==> config.mk <==
export PLATFORM = sky130hd
export DESIGN_NAME = sopc_run_ctrl
export DESIGN_NICKNAME = d
export VERILOG_FILES = /design/src/rtl/sopc_run_ctrl.sv
export SDC_FILE = /design/constraint.sdc
export NUM_CORES = 1
export LEC_CHECK = 0
export BUFFER_PORTS_ARGS = -buffer_cell sky130_fd_sc_hd__buf_2
export CAP_MARGIN = 10
export CORE_MARGIN = 3
export CORE_UTILIZATION = 67
export CTS_BUF_LIST = sky130_fd_sc_hd__clkbuf_4 sky130_fd_sc_hd__clkbuf_8
export DETAILED_ROUTE_END_ITERATION = 16
export GPL_ROUTABILITY_DRIVEN = 0
export GPL_TIMING_DRIVEN = 0
export MAX_ROUTING_LAYER = met4
export PLACE_DENSITY_LB_ADDON = 0.12
export SLEW_MARGIN = 15
export SYNTH_ARGS = -nofsm -noshare
export SYNTH_HDL_FRONTEND = slang
export SYNTH_SLANG_ARGS = --single-unit
==> constraint.sdc <==
create_clock -name clk -period 15.05 [get_ports clk]
set_clock_uncertainty 0.15 [all_clocks]
set_input_delay 3.01 -clock clk [delete_from_list [all_inputs] [get_ports clk]]
set_output_delay 3.01 -clock clk [all_outputs]
set_load 0.01 [all_outputs]
==> src/rtl/sopc_run_ctrl.sv <==
// Run controller and register-write tracer for the min SOPC: CPU reset sequencing, bounded run, GPR shadows, trace FIFO.
// Optional: define RUN_CTRL_CHANGE_FILTER_EN to push a watched write only when it changes the shadowed value.
module sopc_run_ctrl #(
    parameter int unsigned RST_CYCLES  = 3,
    parameter int unsigned RUN_CYCLES  = 20,
    parameter int unsigned NUM_WATCH   = 4,
    parameter int unsigned TRACE_DEPTH = 16,
    parameter int unsigned DATA_W      = 32,
    parameter int unsigned CYC_W       = 16
) (
    input  logic                        clk,
    input  logic                        rst,
    output logic                        cpu_rst_o,
    input  logic                        wb_we_i,
    input  logic [4:0]                  wb_waddr_i,
    input  logic [DATA_W-1:0]           wb_wdata_i,
    output logic                        trace_valid_o,
    input  logic                        trace_ready_i,
    output logic [4:0]                  trace_addr_o,
    output logic [DATA_W-1:0]           trace_data_o,
    output logic [CYC_W-1:0]            trace_cycle_o,
    output logic [NUM_WATCH*DATA_W-1:0] watch_regs_o,
    output logic [CYC_W-1:0]            cycle_o,
    output logic                        overflow_o,
    output logic                        finish_o
);

    localparam int unsigned PTR_W  = $clog2(TRACE_DEPTH);
    localparam int unsigned PTR_W1 = PTR_W + 1;
    localparam int unsigned RST_W  = (RST_CYCLES > 1) ? $clog2(RST_CYCLES) : 1;
    localparam int unsigned RUN_W  = (RUN_CYCLES > 1) ? $clog2(RUN_CYCLES) : 1;

    typedef enum logic [1:0] {
        ST_RESET = 2'd0,
        ST_RUN   = 2'd1,
        ST_DRAIN = 2'd2,
        ST_DONE  = 2'd3
    } state_e;

    state_e                             state_q, state_d;
    logic [RST_W-1:0]                   phase_q, phase_d;
    logic [RUN_W-1:0]                   run_cnt_q, run_cnt_d;
    logic [CYC_W-1:0]                   cycle_q, cycle_d;
    logic                               cpu_rst_q, cpu_rst_d;
    logic                               finish_q, finish_d;
    logic                               overflow_q;
    logic [NUM_WATCH-1:0][DATA_W-1:0]   watch_q;

    logic [PTR_W1-1:0]                  wr_ptr_q, wr_ptr_d;
    logic [PTR_W1-1:0]                  rd_ptr_q, rd_ptr_d;
    logic [4:0]                         addr_mem [TRACE_DEPTH];
    logic [DATA_W-1:0]                  data_mem [TRACE_DEPTH];
    logic [CYC_W-1:0]                   cyc_mem  [TRACE_DEPTH];

    logic wb_hit, push_req, push, pop, drop;
    logic fifo_empty, fifo_full, fifo_empty_nxt;

    // Capture qualification and FIFO handshake
    assign wb_hit     = (state_q == ST_RUN) && wb_we_i && ({1'b0, wb_waddr_i} < 6'(NUM_WATCH));
    assign fifo_empty = (wr_ptr_q == rd_ptr_q);
    assign fifo_full  = (wr_ptr_q[PTR_W] != rd_ptr_q[PTR_W]) &&
                        (wr_ptr_q[PTR_W-1:0] == rd_ptr_q[PTR_W-1:0]);

`ifdef RUN_CTRL_CHANGE_FILTER_EN
    logic [DATA_W-1:0] shadow_cur;
    always_comb begin
        shadow_cur = '0;
        for (int unsigned i = 0; i < NUM_WATCH; i++) begin
            if (wb_waddr_i == 5'(i)) shadow_cur = watch_q[i];
        end
    end
    assign push_req = wb_hit && (wb_wdata_i != shadow_cur);
`else
    assign push_req = wb_hit;
`endif

    assign pop            = !fifo_empty && trace_ready_i;
    assign push           = push_req && (!fifo_full || pop);
    assign drop           = push_req && fifo_full && !pop;
    assign wr_ptr_d       = wr_ptr_q + PTR_W1'(push);
    assign rd_ptr_d       = rd_ptr_q + PTR_W1'(pop);
    assign fifo_empty_nxt = (wr_ptr_d == rd_ptr_d);

    // Run sequencing: next state and registered-output values
    always_comb begin
        state_d   = state_q;
        phase_d   = phase_q;
        run_cnt_d = run_cnt_q;
        cycle_d   = cycle_q;
        case (state_q)
            ST_RESET: begin
                if (phase_q == RST_W'(RST_CYCLES - 1)) state_d = ST_RUN;
                else                                   phase_d = phase_q + RST_W'(1);
            end
            ST_RUN: begin
                if (cycle_q != '1) cycle_d = cycle_q + CYC_W'(1);
                if (run_cnt_q == RUN_W'(RUN_CYCLES - 1)) state_d   = ST_DRAIN;
                else                                     run_cnt_d = run_cnt_q + RUN_W'(1);
            end
            ST_DRAIN: begin
                if (fifo_empty_nxt) state_d = ST_DONE;
            end
            ST_DONE: ;
            default: state_d = ST_RESET;
        endcase
        cpu_rst_d = (state_d != ST_RUN);
        finish_d  = (state_d == ST_DONE);
    end

    always_ff @(posedge clk) begin
        if (rst) begin
            state_q    <= ST_RESET;
            phase_q    <= '0;
            run_cnt_q  <= '0;
            cycle_q    <= '0;
            cpu_rst_q  <= 1'b1;
            finish_q   <= 1'b0;
            overflow_q <= 1'b0;
            watch_q    <= '0;
            wr_ptr_q   <= '0;
            rd_ptr_q   <= '0;
        end else begin
            state_q    <= state_d;
            phase_q    <= phase_d;
            run_cnt_q  <= run_cnt_d;
            cycle_q    <= cycle_d;
            cpu_rst_q  <= cpu_rst_d;
            finish_q   <= finish_d;
            wr_ptr_q   <= wr_ptr_d;
            rd_ptr_q   <= rd_ptr_d;
            if (drop) overflow_q <= 1'b1;
            // Shadows track every watched write, including dropped and filtered ones
            if (wb_hit) begin
                for (int unsigned i = 0; i < NUM_WATCH; i++) begin
                    if (wb_waddr_i == 5'(i)) watch_q[i] <= wb_wdata_i;
                end
            end
        end
    end

    // Trace storage; contents need no reset since the pointers gate visibility
    always_ff @(posedge clk) begin
        if (push) begin
            addr_mem[wr_ptr_q[PTR_W-1:0]] <= wb_waddr_i;
            data_mem[wr_ptr_q[PTR_W-1:0]] <= wb_wdata_i;
            cyc_mem[wr_ptr_q[PTR_W-1:0]]  <= cycle_q;
        end
    end

    assign trace_valid_o = !fifo_empty;
    assign trace_addr_o  = addr_mem[rd_ptr_q[PTR_W-1:0]];
    assign trace_data_o  = data_mem[rd_ptr_q[PTR_W-1:0]];
    assign trace_cycle_o = cyc_mem[rd_ptr_q[PTR_W-1:0]];
    assign watch_regs_o  = watch_q;
    assign cycle_o       = cycle_q;
    assign cpu_rst_o     = cpu_rst_q;
    assign overflow_o    = overflow_q;
    assign finish_o      = finish_q;

endmodule

==> Yosys cells after proc, flatten, opt, wreduce, memory -nomap -nowiden <==
Memories as Yosys holds them, arrays and structs flattened. A register that Yosys moved wholly into a read port is not among the register bits.
Cells that the tools add are included.
{ "word_totals": {"n_memories": 3, "output_inout_bits": 201, "regBits": 166, "input_bits": 41, "ramBits": 848, "elab_cells": 67} }
{ "classes": {"bitwise_logic": 2, "reduce_logical": 20, "n_mux": 9, "order_cmp": 1, "eq_ne": 14, "n_addsub": 5} }
{ "mem_list": {"columns": ["memory", "words", "width", "rd", "rd_ports_with_merged_regs", "write_ports", "line", "rtl"], "rows": [
  ["data_mem", 16, 32, 1, 1, 1, "52", "logic [DATA_W-1:0] data_mem [TRACE_DEPTH];"],
  ["cyc_mem", 16, 16, 1, 1, 1, "53", "logic [CYC_W-1:0] cyc_mem [TRACE_DEPTH];"],
  ["addr_mem", 16, 5, 1, 1, 1, "51", "logic [4:0] addr_mem [TRACE_DEPTH];"]
]} }
{ "op_table": {"columns": ["op", "count"], "rows": [
  ["adder 16 x 1 -> 16 bit (second input constant)", 1],
  ["!= test 16 bit (second input constant)", 1],
  ["AND reduction 2 bit", 7],
  ["2-to-1 mux 4 bit", 3],
  ["adder 5 x 1 -> 5 bit", 2],
  ["== test 5 x 2 -> 1 bit (second input constant)", 2],
  ["== test 5 bit", 2],
  ["logical AND 1 bit", 7],
  ["== test 2 bit (second input constant)", 3],
  ["2-to-1 mux 2 bit", 3],
  ["case mux 2 bit (3 select lines)", 1],
  ["adder 5 x 1 -> 5 bit (second input constant)", 1],
  ["== test 5 x 1 -> 1 bit (second input constant)", 1],
  ["== test 5 bit (second input constant)", 1],
  ["zero test 5 bit", 1],
  ["less-than comparator 5 x 3 -> 1 bit (second input constant)", 1],
  ["== test 4 bit", 1],
  ["zero test 1 bit", 3],
  ["adder 2 x 1 -> 2 bit (second input constant)", 1],
  ["== test 2 x 1 -> 1 bit (second input constant)", 1],
  ["zero test 2 bit", 1],
  ["2-to-1 mux 1 bit", 2],
  ["!= test 2 x 1 -> 1 bit (second input constant)", 1],
  ["inverter 1 bit", 2],
  ["2 further kinds", 2]
]} }

==> Longest topological paths before layout <==
Gate-level depths: netlist of the first run.
{ "depth": {"word_depth": 10, "ltp_mapped": 12} }

==> Least setup slack after synthesis of the first run <==
OpenSTA, ideal clock, no wires.
{ "synth_path": {"path_type": "input-to-reg", "from": "input port wb_waddr_i[4]", "to": "memory addr_mem[0][0] (enable)", "cell_stages": 4, "setup_slack_ns": 6.455, "arrival_time_ns": 7.905, "t_required_ns": 14.360, "cell_sequence": "nor4b_4 > nand2_1 > a2111oi_2 > nor3b_1"} }
{ "synth_via": {"elab_chain_cells": 5} }
{ "synth_rtl": {"columns": ["item", "line", "rtl"], "rows": [
  ["from (decl)", "15", "input logic [4:0] wb_waddr_i,"],
  ["less-than comparator 5 x 3 -> 1 bit", "59", "assign wb_hit = (state_q == ST_RUN) && wb_we_i && ({1'b0, wb_waddr_i} < 6'(NUM_WATCH));"],
  ["logical AND 1 bit", "59", null],
  ["logical AND 1 bit", "78", "assign push = push_req && (!fifo_full || pop);"],
  ["2-to-1 mux 1 bit", "143", "if (push) begin"],
  ["2-to-1 mux 1 bit (implied by the code)", "144", "addr_mem[wr_ptr_q[PTR_W-1:0]] <= wb_waddr_i;"],
  ["to (decl)", "51", null]
]} }
Every way passes these cells.

==> results of run 1 <==
cell type report:
type	instances	area (um^2)
Timing Repair Buffer	303	2180
Clock buffer	223	2760
Sequential cell	1014	28800
Inverter	9	33.8
Fill cell	2715	11300
Buffer	108	584
Clock inverter	54	318
Antenna cell	4	10.0
Tap cell	748	936
Multi-Input combinational cell	805	8960
worst max path at each step:
stage / from / end / slack (ns) / depth (start not counted)
final: rd_ptr_q[1] / trace_cycle_o[15] / 8.27 / 6
after global placement: wb_waddr_i[4] / cyc_mem[0][3] / 0.92 / 5
after CTS: rd_ptr_q[1] / trace_cycle_o[15] / 8.23 / 6
after floorplan: wb_waddr_i[4] / addr_mem[0][0] / 6.45 / 4
after detailed placement: wb_waddr_i[4] / cyc_mem[0][3] / 8.43 / 9
after global routing: rd_ptr_q[1] / trace_cycle_o[15] / 8.17 / 6
power breakdown:
group / switching (mW) / leakage (nW) / internal [mW] / total, mW
Sequential: 0.0100 / 9.04 / 3.04 / 3.05
Clock: 1.02 / 1.63 / 1.21 / 2.24
Combinational: 0.0907 / 4.29 / 0.0486 / 0.139
Total: 1.13 / 15.0 / 4.30 / 5.43
worst max-delay path, delay by kind of cell, from the launching register on:
family	cells	cell delay, ns
buffers and inverters	4	1.51
flip-flops	1	0.35
multiplexers	2	0.96
cells in the mapped netlist, types with 2 or more instances:
cell type and number:
mux4_2 265, buf_6 19, buf_1 7, xnor2_1 11, ha_1 7, nor2_1 63
a211oi_1 3, and2_1 2, and4_1 6, a21oi_1 111, and3b_1 2, nor2b_1 8
edfxtp_1 848, nand2_1 207, nand3_1 10, xor2_1 10, o31ai_1 4, mux2_2 3
nand4_1 10, nand2b_1 3, nor4_1 2, or3_1 2, clkbuf_1 53, or4_1 5
buf_2 29, and3_1 4, o2111ai_1 2, o41ai_1 4, dfxtp_1 166, inv_1 9
nor3_1 6, mux2i_1 33, o21ai_0 4, a31oi_1 2, or2_2 2
through the flow:
stage | cell area [um^2] | hold WS, ns | util [%]
CTS | 44600 | 0.307 | 79.8
finish | 44600 | 0.304 | 79.8
detailed placement | 41500 | 0.296 | 74.3
global route | 44600 | 0.328 | 79.8
global placement | 40400 | 0.287 | 72.4
floorplan | 38300 | 0.321 | -
flip-flops by register name, indices dropped and copies added (netlist names), named ones only:
register / flops
cyc_mem: 256
cycle_o: 16
state_q: 1
wr_ptr_q: 5
finish_o: 1
phase_q: 2
rd_ptr_q: 5
watch_regs_o: 128
data_mem: 512
run_cnt_q: 5
overflow_o: 1
cpu_rst_o: 1
addr_mem: 80
kinds of logic (layout without fill, tap and decap cells):
logic type / Yosys count / after routing / synth area share (%)
buffers and inverters: 117 / 697 / 1.62
other: 0 / 4 / 0
adders and majority gates: 7 / 7 / 0.229
AOI/OAI and AO/OA: 137 / 137 / 1.99
muxes: 302 / 302 / 16.6
and+or+nand+nor: 338 / 338 / 3.88
xor gates and xnor gates: 21 / 21 / 0.481
DFF: 1014 / 1014 / 75.2
per-layer routing:
metal	up-vias	GRT usage [%]
met2	1488	50.7
met4	0	11.9
met1	10850	46.0
li1	8744	-
met5	-	-
met3	207	8.39
==> results.sh, run 1 <==
export IMPL_power_leakage_nw=15.0
export IMPL_wl_um=94100
export IMPL_ys_seq_area_share_pct=75.2
export IMPL_synthArstFlopShare_pct=0
export IMPL_cp_slowest_cell="buf_1"
export IMPL_holdBufCountCts=0
export IMPL_wl_met3_um=11000
export IMPL_yosysTopAreaCell="edfxtp_1"
export IMPL_hold_depth=2
export IMPL_maxSlewViolCount=0
export IMPL_fp_dieH_um=245
export IMPL_ys_warn_count=0
export IMPL_synthCells=1936
export IMPL_synth_main_ff_cell="edfxtp_1"
export IMPL_route_detailed_drc=0
export IMPL_via_per_inst=6.51
export IMPL_cts_max_level=4
export IMPL_min_period_ns=6.78
export IMPL_worst_setup_path_type="register to output port"
export IMPL_run_status="finished, final reports clean"
export IMPL_dpl_worst_slack_ns=8.43
export IMPL_synth_net_count=1984
export IMPL_overflow=0
export IMPL_start_util_pct=68.5
export IMPL_antenna_found_initial=4
export IMPL_port_buffers=241
export IMPL_max_freq_mhz=147
export IMPL_worstPathCellList="buf_2, buf_2, buf_1, mux4_2, mux4_2, buf_2"
export IMPL_cts_root_buf="clkbuf_8"
export IMPL_hold_path_end="watch_regs_o[121]"
export IMPL_fin_nets=2441
export IMPL_finalSetupTns_ns=0
export IMPL_cts_resized=0
export IMPL_worstPathRequired_ns=11.89
export IMPL_yosys_top_cells_area="edfxtp_1 (67%), mux4_2 (16%), dfxtp_1 (8.7%)"
export IMPL_synth_cell_types=49
export IMPL_drt_pass1_iterations=5
export IMPL_pin_count=242
export IMPL_tightest_slew_ns=1.07
export IMPL_row_count=86
export IMPL_hp_class="register to register"
export IMPL_r2r_start="rd_ptr_q[0]"
export IMPL_most_common_layout_cells="edfxtp_1 (848), buf_2 (270), mux4_2 (265)"
export IMPL_cpPeakStageDelay_ns=0.75
export IMPL_die_x_um=245
export IMPL_finalCritPeriodShare_pct=45.1
export IMPL_cp_end_kind="output port"
export IMPL_power_density_nw_per_um2=122
export IMPL_core_area_um2=55800
export IMPL_ir_drop_mv=0.0954
export IMPL_syn_avg_cell_area_um2=19.8
export IMPL_synth_seq_cells=1014
export IMPL_reg2reg_slack_ns=11.38
export IMPL_insertion_delay_ns=0.79
export IMPL_wl_met2_um=45600
export IMPL_crit_fanout=10
export IMPL_worst_slack_ns=8.27
export IMPL_worstPathArrival_ns=3.62
export IMPL_synth_top_area_share_pct=66.5
export IMPL_hpwlAfterDp_um=60500
export IMPL_clock_sinks=1014
export IMPL_rsz0062_at_grt="false"
export IMPL_dr_max_layer_used="met4"
export IMPL_cts_setup_buffers=0
export IMPL_finalHoldViolations=0
export IMPL_die_area_um2=60000
export IMPL_tritoncts="built"
export IMPL_grt_use_total_pct=33.6
export IMPL_mostFrequentLayoutCell="edfxtp_1"
export IMPL_vias=21289
export IMPL_wl_per_cell_um=28.8
export IMPL_rr_worst_depth=10
export IMPL_hold_start="watch_regs_o[121]"
export IMPL_slew_headroom_pct=28.6
export IMPL_syn_cell_area_um2=38300
export IMPL_crit_top_cell="buf_2"
export IMPL_ant_nets=0
export IMPL_grt_max_degree=33
export IMPL_grt_pass1_vias=21698
export IMPL_placedCellCount=2987
export IMPL_fin_cells=3268
export IMPL_setup_viol=0
export IMPL_syn_to_final_growth_pct=16.5
export IMPL_maxCapViolCount=0
export IMPL_reg2reg_to="cyc_mem[0][4]"
export IMPL_power_mw=5.43
export IMPL_wirelength_met1_um=34500
export IMPL_clk_path_buf_depth=3
export IMPL_cp_start_kind="register"
export IMPL_drtIter0Drc=2823
export IMPL_clk_pin_slew_ns=0.06
export IMPL_layout_drive_gt1_share_pct=35.5
export IMPL_grt_pass1_wl_um=140000
export IMPL_cts_buffers=152
export IMPL_synth_edf_count=848
No activity file was read; power rests on OpenSTA's default activity.
==> inputs of run 2 (changes only) <==
- CORE_UTILIZATION: 67 -> 63
- clock period: 15.05 -> 6.55 ns (I/O delays scaled with it)
==> run 2 against run 1 <==
  * Hold slack got worse by 0.0024 ns
  * First-iteration DRC count decreased by 14%
  * Combinational power increased by 140%
  * Non-clock buffer count decreased by 5
  * Sequential power increased by 130%
  * Final cell count increased by 0.64%
  * Clock-buffer cell count increased by 9
  * Setup slack got worse by 6.8 ns
  * Clock power increased by 130%
  * Sequential cell count unchanged
  * Critical path depth unchanged
  * Critical path type unchanged
  * Largest power group unchanged
  * Highest routed layer unchanged
==> results.sh, run 2 (synthesized netlist as in run 1, its figures left out) <==
export IMPL_run_status="finished, final reports clean"
export IMPL_die_area_um2=63700
export IMPL_hp_class="register to register"
export IMPL_slew_headroom_pct=23.1
export IMPL_worstPathArrival_ns=3.58
export IMPL_worstPathRequired_ns=5.09
export IMPL_reg2reg_to="cyc_mem[3][2]"
export IMPL_fp_dieH_um=252
export IMPL_reg2reg_slack_ns=2.40
export IMPL_drt_pass1_iterations=6
export IMPL_grt_pass1_vias=21557
export IMPL_cp_end_kind="output port"
export IMPL_tritoncts="built"
export IMPL_cpPeakStageDelay_ns=0.73
export IMPL_power_leakage_nw=15.0
export IMPL_rr_worst_depth=11
export IMPL_max_freq_mhz=198
export IMPL_largest_register_ffs=512
export IMPL_row_count=89
export IMPL_via_per_inst=6.37
export IMPL_syn_to_final_growth_pct=17.0
export IMPL_power_switching_mw=2.58
export IMPL_min_period_ns=5.04
export IMPL_die_x_um=252
export IMPL_wl_um=94900
export IMPL_hold_start="watch_regs_o[55]"
export IMPL_fin_util_pct=75.2
export IMPL_cts_resized=0
export IMPL_power_frac_seq_pct=56.1
export IMPL_tightest_slew_ns=1.14
export IMPL_hold_depth=2
export IMPL_clk_path_buf_depth=3
export IMPL_cp_start_kind="register"
export IMPL_core_area_um2=59600
export IMPL_layout_drive_gt1_share_pct=35.7
export IMPL_pin_count=242
export IMPL_cts_setup_buffers=0
export IMPL_crit_fanout=10
export IMPL_hpwlAfterDp_um=61900
export IMPL_cp_slowest_cell="buf_1"
export IMPL_antenna_found_initial=0
export IMPL_grt_pass1_wl_um=140000
export IMPL_rsz0062_at_grt="false"
export IMPL_port_buffers=241
export IMPL_hold_ws_ns=0.301
export IMPL_clk_pin_slew_ns=0.06
export IMPL_critPathBufInv=4
export IMPL_finalHoldViolations=0
export IMPL_ir_drop_mv=0.207
export IMPL_cts_root_buf="clkbuf_8"
export IMPL_ant_nets=0
export IMPL_holdBufCountCts=0
export IMPL_cts_max_level=4
export IMPL_p_clk_share_pct=41.3
export IMPL_overflow=0
export IMPL_worstPathCellList="buf_2, buf_2, buf_1, mux4_2, mux4_2, buf_2"
export IMPL_mostFrequentLayoutCell="edfxtp_1"
export IMPL_start_util_pct=64.2
export IMPL_power_density_nw_per_um2=279
export IMPL_p_sw_share_pct=20.6
export IMPL_worst_setup_path_type="register to output port"
export IMPL_hold_path_end="watch_regs_o[55]"
export IMPL_maxCapViolCount=0
export IMPL_wl_per_cell_um=28.9
export IMPL_vias=20939
export IMPL_cts_buffers=155
export IMPL_critPathTopFamily="buffers and inverters"
export IMPL_setup_viol=0
export IMPL_grt_use_total_pct=31.6
export IMPL_drtIter0Drc=2432
export IMPL_clock_sinks=1014
export IMPL_intPower_mw=9.92
export IMPL_power_frac_comb_pct=2.6
export IMPL_fin_nets=2439
export IMPL_maxSlewViolCount=0
export IMPL_finalCritPeriodShare_pct=76.9
export IMPL_finalSetupTns_ns=0
export IMPL_insertion_delay_ns=0.79
export IMPL_grt_max_degree=31
export IMPL_most_common_layout_cells="edfxtp_1 (848), buf_2 (270), mux4_2 (265)"
export IMPL_route_detailed_drc=0
export IMPL_crit_top_cell="buf_2"
export IMPL_fill_cells=3263
[run 2: changes by cell type in the layout (fill, tap and decap cells not counted), moves of 3 or more]
cell and change:
buf_16 +9, buf_4 -17, buf_8 +4, clkbuf_4 +13, clkbuf_8 -4, clkinv_1 -6, diode_2 -3
[run 2: worst max-delay path by stage]
stage	slack (ns)	to	cells past startpoint	from
4_1_cts	1.44	trace_data_o[17]	6	rd_ptr_q[1]
5_1_grt	1.42	trace_cycle_o[15]	6	rd_ptr_q[1]
2_1_floorplan	0.13	addr_mem[3][0]	4	wb_waddr_i[4]
6_report	1.51	trace_data_o[29]	6	rd_ptr_q[1]
3_3_place_gp	-5.24	cyc_mem[3][3]	5	wb_waddr_i[4]
3_5_place_dp	1.52	cyc_mem[3][3]	9	wb_waddr_i[4]
[run 2: stage by stage]
step	total power, mW	instances	instance area [um^2]	setup slack (ns)
2_1_floorplan	7.30	1936	38300	0.126
3_3_place_gp	7.45	2950	40500	-5.24
3_5_place_dp	7.47	3007	41700	1.52
4_1_cts	12.5	3288	44800	1.44
5_1_grt	12.9	3288	44800	1.42
6_report	12.5	3289	44800	1.51
[run 2: worst reg2reg max path, stage by stage (launching register included)]
cell and delay (ns):
dfxtp_1 0.30, buf_2 0.19, nor2b_1 0.15, buf_2 0.24, buf_2 0.33, and2_1 0.28, o2111ai_1 0.45, nor3_2 0.92
buf_4 0.35, buf_6 0.19, buf_6 0.15, buf_6 0.15
[run 2: metal layers]
metal / vias to the layer above / track usage (%) / wire, um
li1: 8719 / - / -
met1: 10892 / 42.3 / 36100
met2: 1173 / 49.9 / 47500
met3: 155 / 7.55 / 9210
met4: 0 / 8.85 / 2050
met5: - / - / 0
[run 2: final cells by class]
cell class	instances	area (um^2)	area share (%)
Antenna cell	1	2.50	0.00559
Buffer	108	584	1.30
Clock buffer	232	2810	6.26
Clock inverter	49	298	0.665
Inverter	9	33.8	0.0754
Multi-Input combinational cell	805	8980	20.0
Sequential cell	1014	28800	64.3
Tap cell	773	967	2.16
Timing Repair Buffer	298	2330	5.21
[run 2: power groups by stage]
stage                     Sequential (mW)  Combinational [mW]  Clock (mW)
after floorplan                      7.14               0.160           0
after global placement               7.14               0.306           0
after detailed placement             7.14               0.324           0
after CTS                            7.01               0.327        5.21
after global routing                 7.01               0.350        5.50
final                                7.01               0.329        5.16
==> inputs of run 3 (changes only) <==
- CORE_UTILIZATION: 63 -> 57
- clock period: 6.55 -> 4.45 ns (I/O delays scaled with it)
==> run 3 against run 2 <==
  * Utilization fell by 7.0 points
  * Wire length rose by 0.89%
  * Setup slack got worse by 1.4 ns
  * Combinational power rose by 45%
  * Critical path depth did not move
  * Sequential cell count did not move
  * Cell area rose by 0.59%
  * Clock power rose by 51%
  * Clock-buffer cell count fell by 5
  * Non-clock buffer count fell by 6
==> results.sh, run 3 (synthesized netlist as in run 1, its figures left out) <==
export IMPL_fp_dieH_um=265
export IMPL_rsz0062_at_grt="false"
export IMPL_worstPathCellList="buf_2, buf_2, clkdlybuf4s15_2, mux4_2, mux4_2, buf_2"
export IMPL_min_period_ns=4.30
export IMPL_hold_start="watch_regs_o[37]"
export IMPL_syn_to_final_growth_pct=17.7
export IMPL_cp_start_kind="register"
export IMPL_most_common_layout_cells="edfxtp_1 (848), buf_2 (276), mux4_2 (265)"
export IMPL_worst_setup_path_type="register to output port"
export IMPL_layout_drive_gt1_share_pct=36.2
export IMPL_fin_nets=2436
export IMPL_power_leakage_nw=15.1
export IMPL_drtIter0Drc=2267
export IMPL_crit_fanout=10
export IMPL_grt_met3_usage_pct=6.00
export IMPL_start_util_pct=57.9
export IMPL_worstPathArrival_ns=3.26
export IMPL_hpwlAfterDp_um=60800
export IMPL_setup_viol=0
export IMPL_cts_root_buf="clkbuf_8"
export IMPL_die_area_um2=70300
export IMPL_use_met2_pct=44.8
export IMPL_use_met1_pct=39.4
export IMPL_wl_per_cell_um=28.3
export IMPL_ir_drop_mv=0.241
export IMPL_maxCapViolCount=0
export IMPL_worst_slack_ns=0.153
export IMPL_clk_pin_slew_ns=0.06
export IMPL_slew_headroom_pct=31.1
export IMPL_top_usage_layer="met2"
export IMPL_fill_cells=4244
export IMPL_crit_start="rd_ptr_q[1]"
export IMPL_via_per_inst=6.15
export IMPL_tritoncts="built"
export IMPL_overflow=0
export IMPL_hold_ws_ns=0.300
export IMPL_max_freq_mhz=233
export IMPL_route_detailed_drc=0
export IMPL_cts_setup_buffers=0
export IMPL_r2r_start="rd_ptr_q[0]"
export IMPL_vias=20829
export IMPL_clock_sinks=1014
export IMPL_crit_top_cell="buf_2"
export IMPL_grt_pass1_vias=21555
export IMPL_port_buffers=241
export IMPL_row_count=94
export IMPL_die_x_um=265
export IMPL_fin_util_pct=68.2
export IMPL_tightest_slew_ns=1.03
export IMPL_place_area_um2=41800
export IMPL_cts_max_level=4
export IMPL_clk_path_buf_depth=3
export IMPL_pin_count=242
export IMPL_cpPeakStageDelay_ns=0.53
export IMPL_drt_pass1_iterations=6
export IMPL_cp_slowest_cell="mux4_2"
export IMPL_insertion_delay_ns=0.77
export IMPL_hp_class="register to register"
export IMPL_finalHoldViolations=0
export IMPL_largest_register_ffs=512
export IMPL_grt_use_total_pct=28.8
export IMPL_grt_pass1_wl_um=141000
export IMPL_cts_buffers=158
export IMPL_antenna_found_initial=4
export IMPL_worstPathRequired_ns=3.41
export IMPL_stdcell_area_um2=45100
export IMPL_maxSlewViolCount=0
export IMPL_dpl_worst_slack_ns=-0.189
export IMPL_power_density_nw_per_um2=412
export IMPL_mostFrequentLayoutCell="edfxtp_1"
export IMPL_core_area_um2=66100
export IMPL_finalCritPeriodShare_pct=96.6
export IMPL_ant_nets=0
export IMPL_wl_um=95800
export IMPL_run_status="finished, final reports clean"
export IMPL_grt_max_degree=31
export IMPL_cp_end_kind="output port"
## run 3: per-layer routing
| metal | routed length (um) | vias to the layer above |
|---|---|---|
| met2 | 46800 | 1040 |
| met1 | 38400 | 10884 |
| met5 | 0 | - |
| met3 | 8400 | 165 |
| li1 | - | 8740 |
| met4 | 2220 | 0 |
## run 3: worst max-delay path: cells and delay by family (launching register included)
| kind | cells | cell delay (ns) |
|---|---|---|
| flip-flops | 1 | 0.34 |
| multiplexers | 2 | 0.90 |
| buffers and inverters | 4 | 1.25 |
## run 3: final cells by class
type | instances | area [um^2] | share of cell area (%)
Antenna cell | 5 | 12.5 | 0.0278
Inverter | 9 | 33.8 | 0.0750
Sequential cell | 1014 | 28800 | 63.9
Clock inverter | 61 | 393 | 0.872
Buffer | 108 | 612 | 1.36
Timing Repair Buffer | 292 | 2340 | 5.20
Tap cell | 864 | 1080 | 2.40
Multi-Input combinational cell | 805 | 8990 | 20.0
Clock buffer | 227 | 2810 | 6.23
## run 3: worst paths after layout
path / cells past startpoint / to / slack, ns
max: 6 / trace_data_o[29] / 0.15
min: 2 / watch_regs_o[37] / 0.30
max reg2reg: 9 / cyc_mem[0][3] / 0.75
min reg2reg: 2 / watch_regs_o[37] / 0.30
## run 3: power breakdown
group / total (mW) / switching [mW] / internal (mW)
Sequential: 10.3 / 0.0317 / 10.3
Combinational: 0.478 / 0.313 / 0.165
Clock: 7.78 / 3.53 / 4.25
## run 3: timing repair
action | CTS | global route
hold buffers | 0 | 0
gates resized for setup | 18 | 0
endpoints found under the setup margin | 53 | 0
## run 3: stage by stage
| stage | power (mW) | setup TNS, ns | std cells |
|---|---|---|---|
| after floorplan | 10.7 | -50.19 | 1936 |
| final | 18.6 | 0 | 3385 |
| after CTS | 18.7 | 0 | 3380 |
| after detailed placement | 11.0 | -2.05 | 3092 |
| after global routing | 19.2 | 0 | 3384 |
| after global placement | 11.0 | -1851.84 | 3041 |
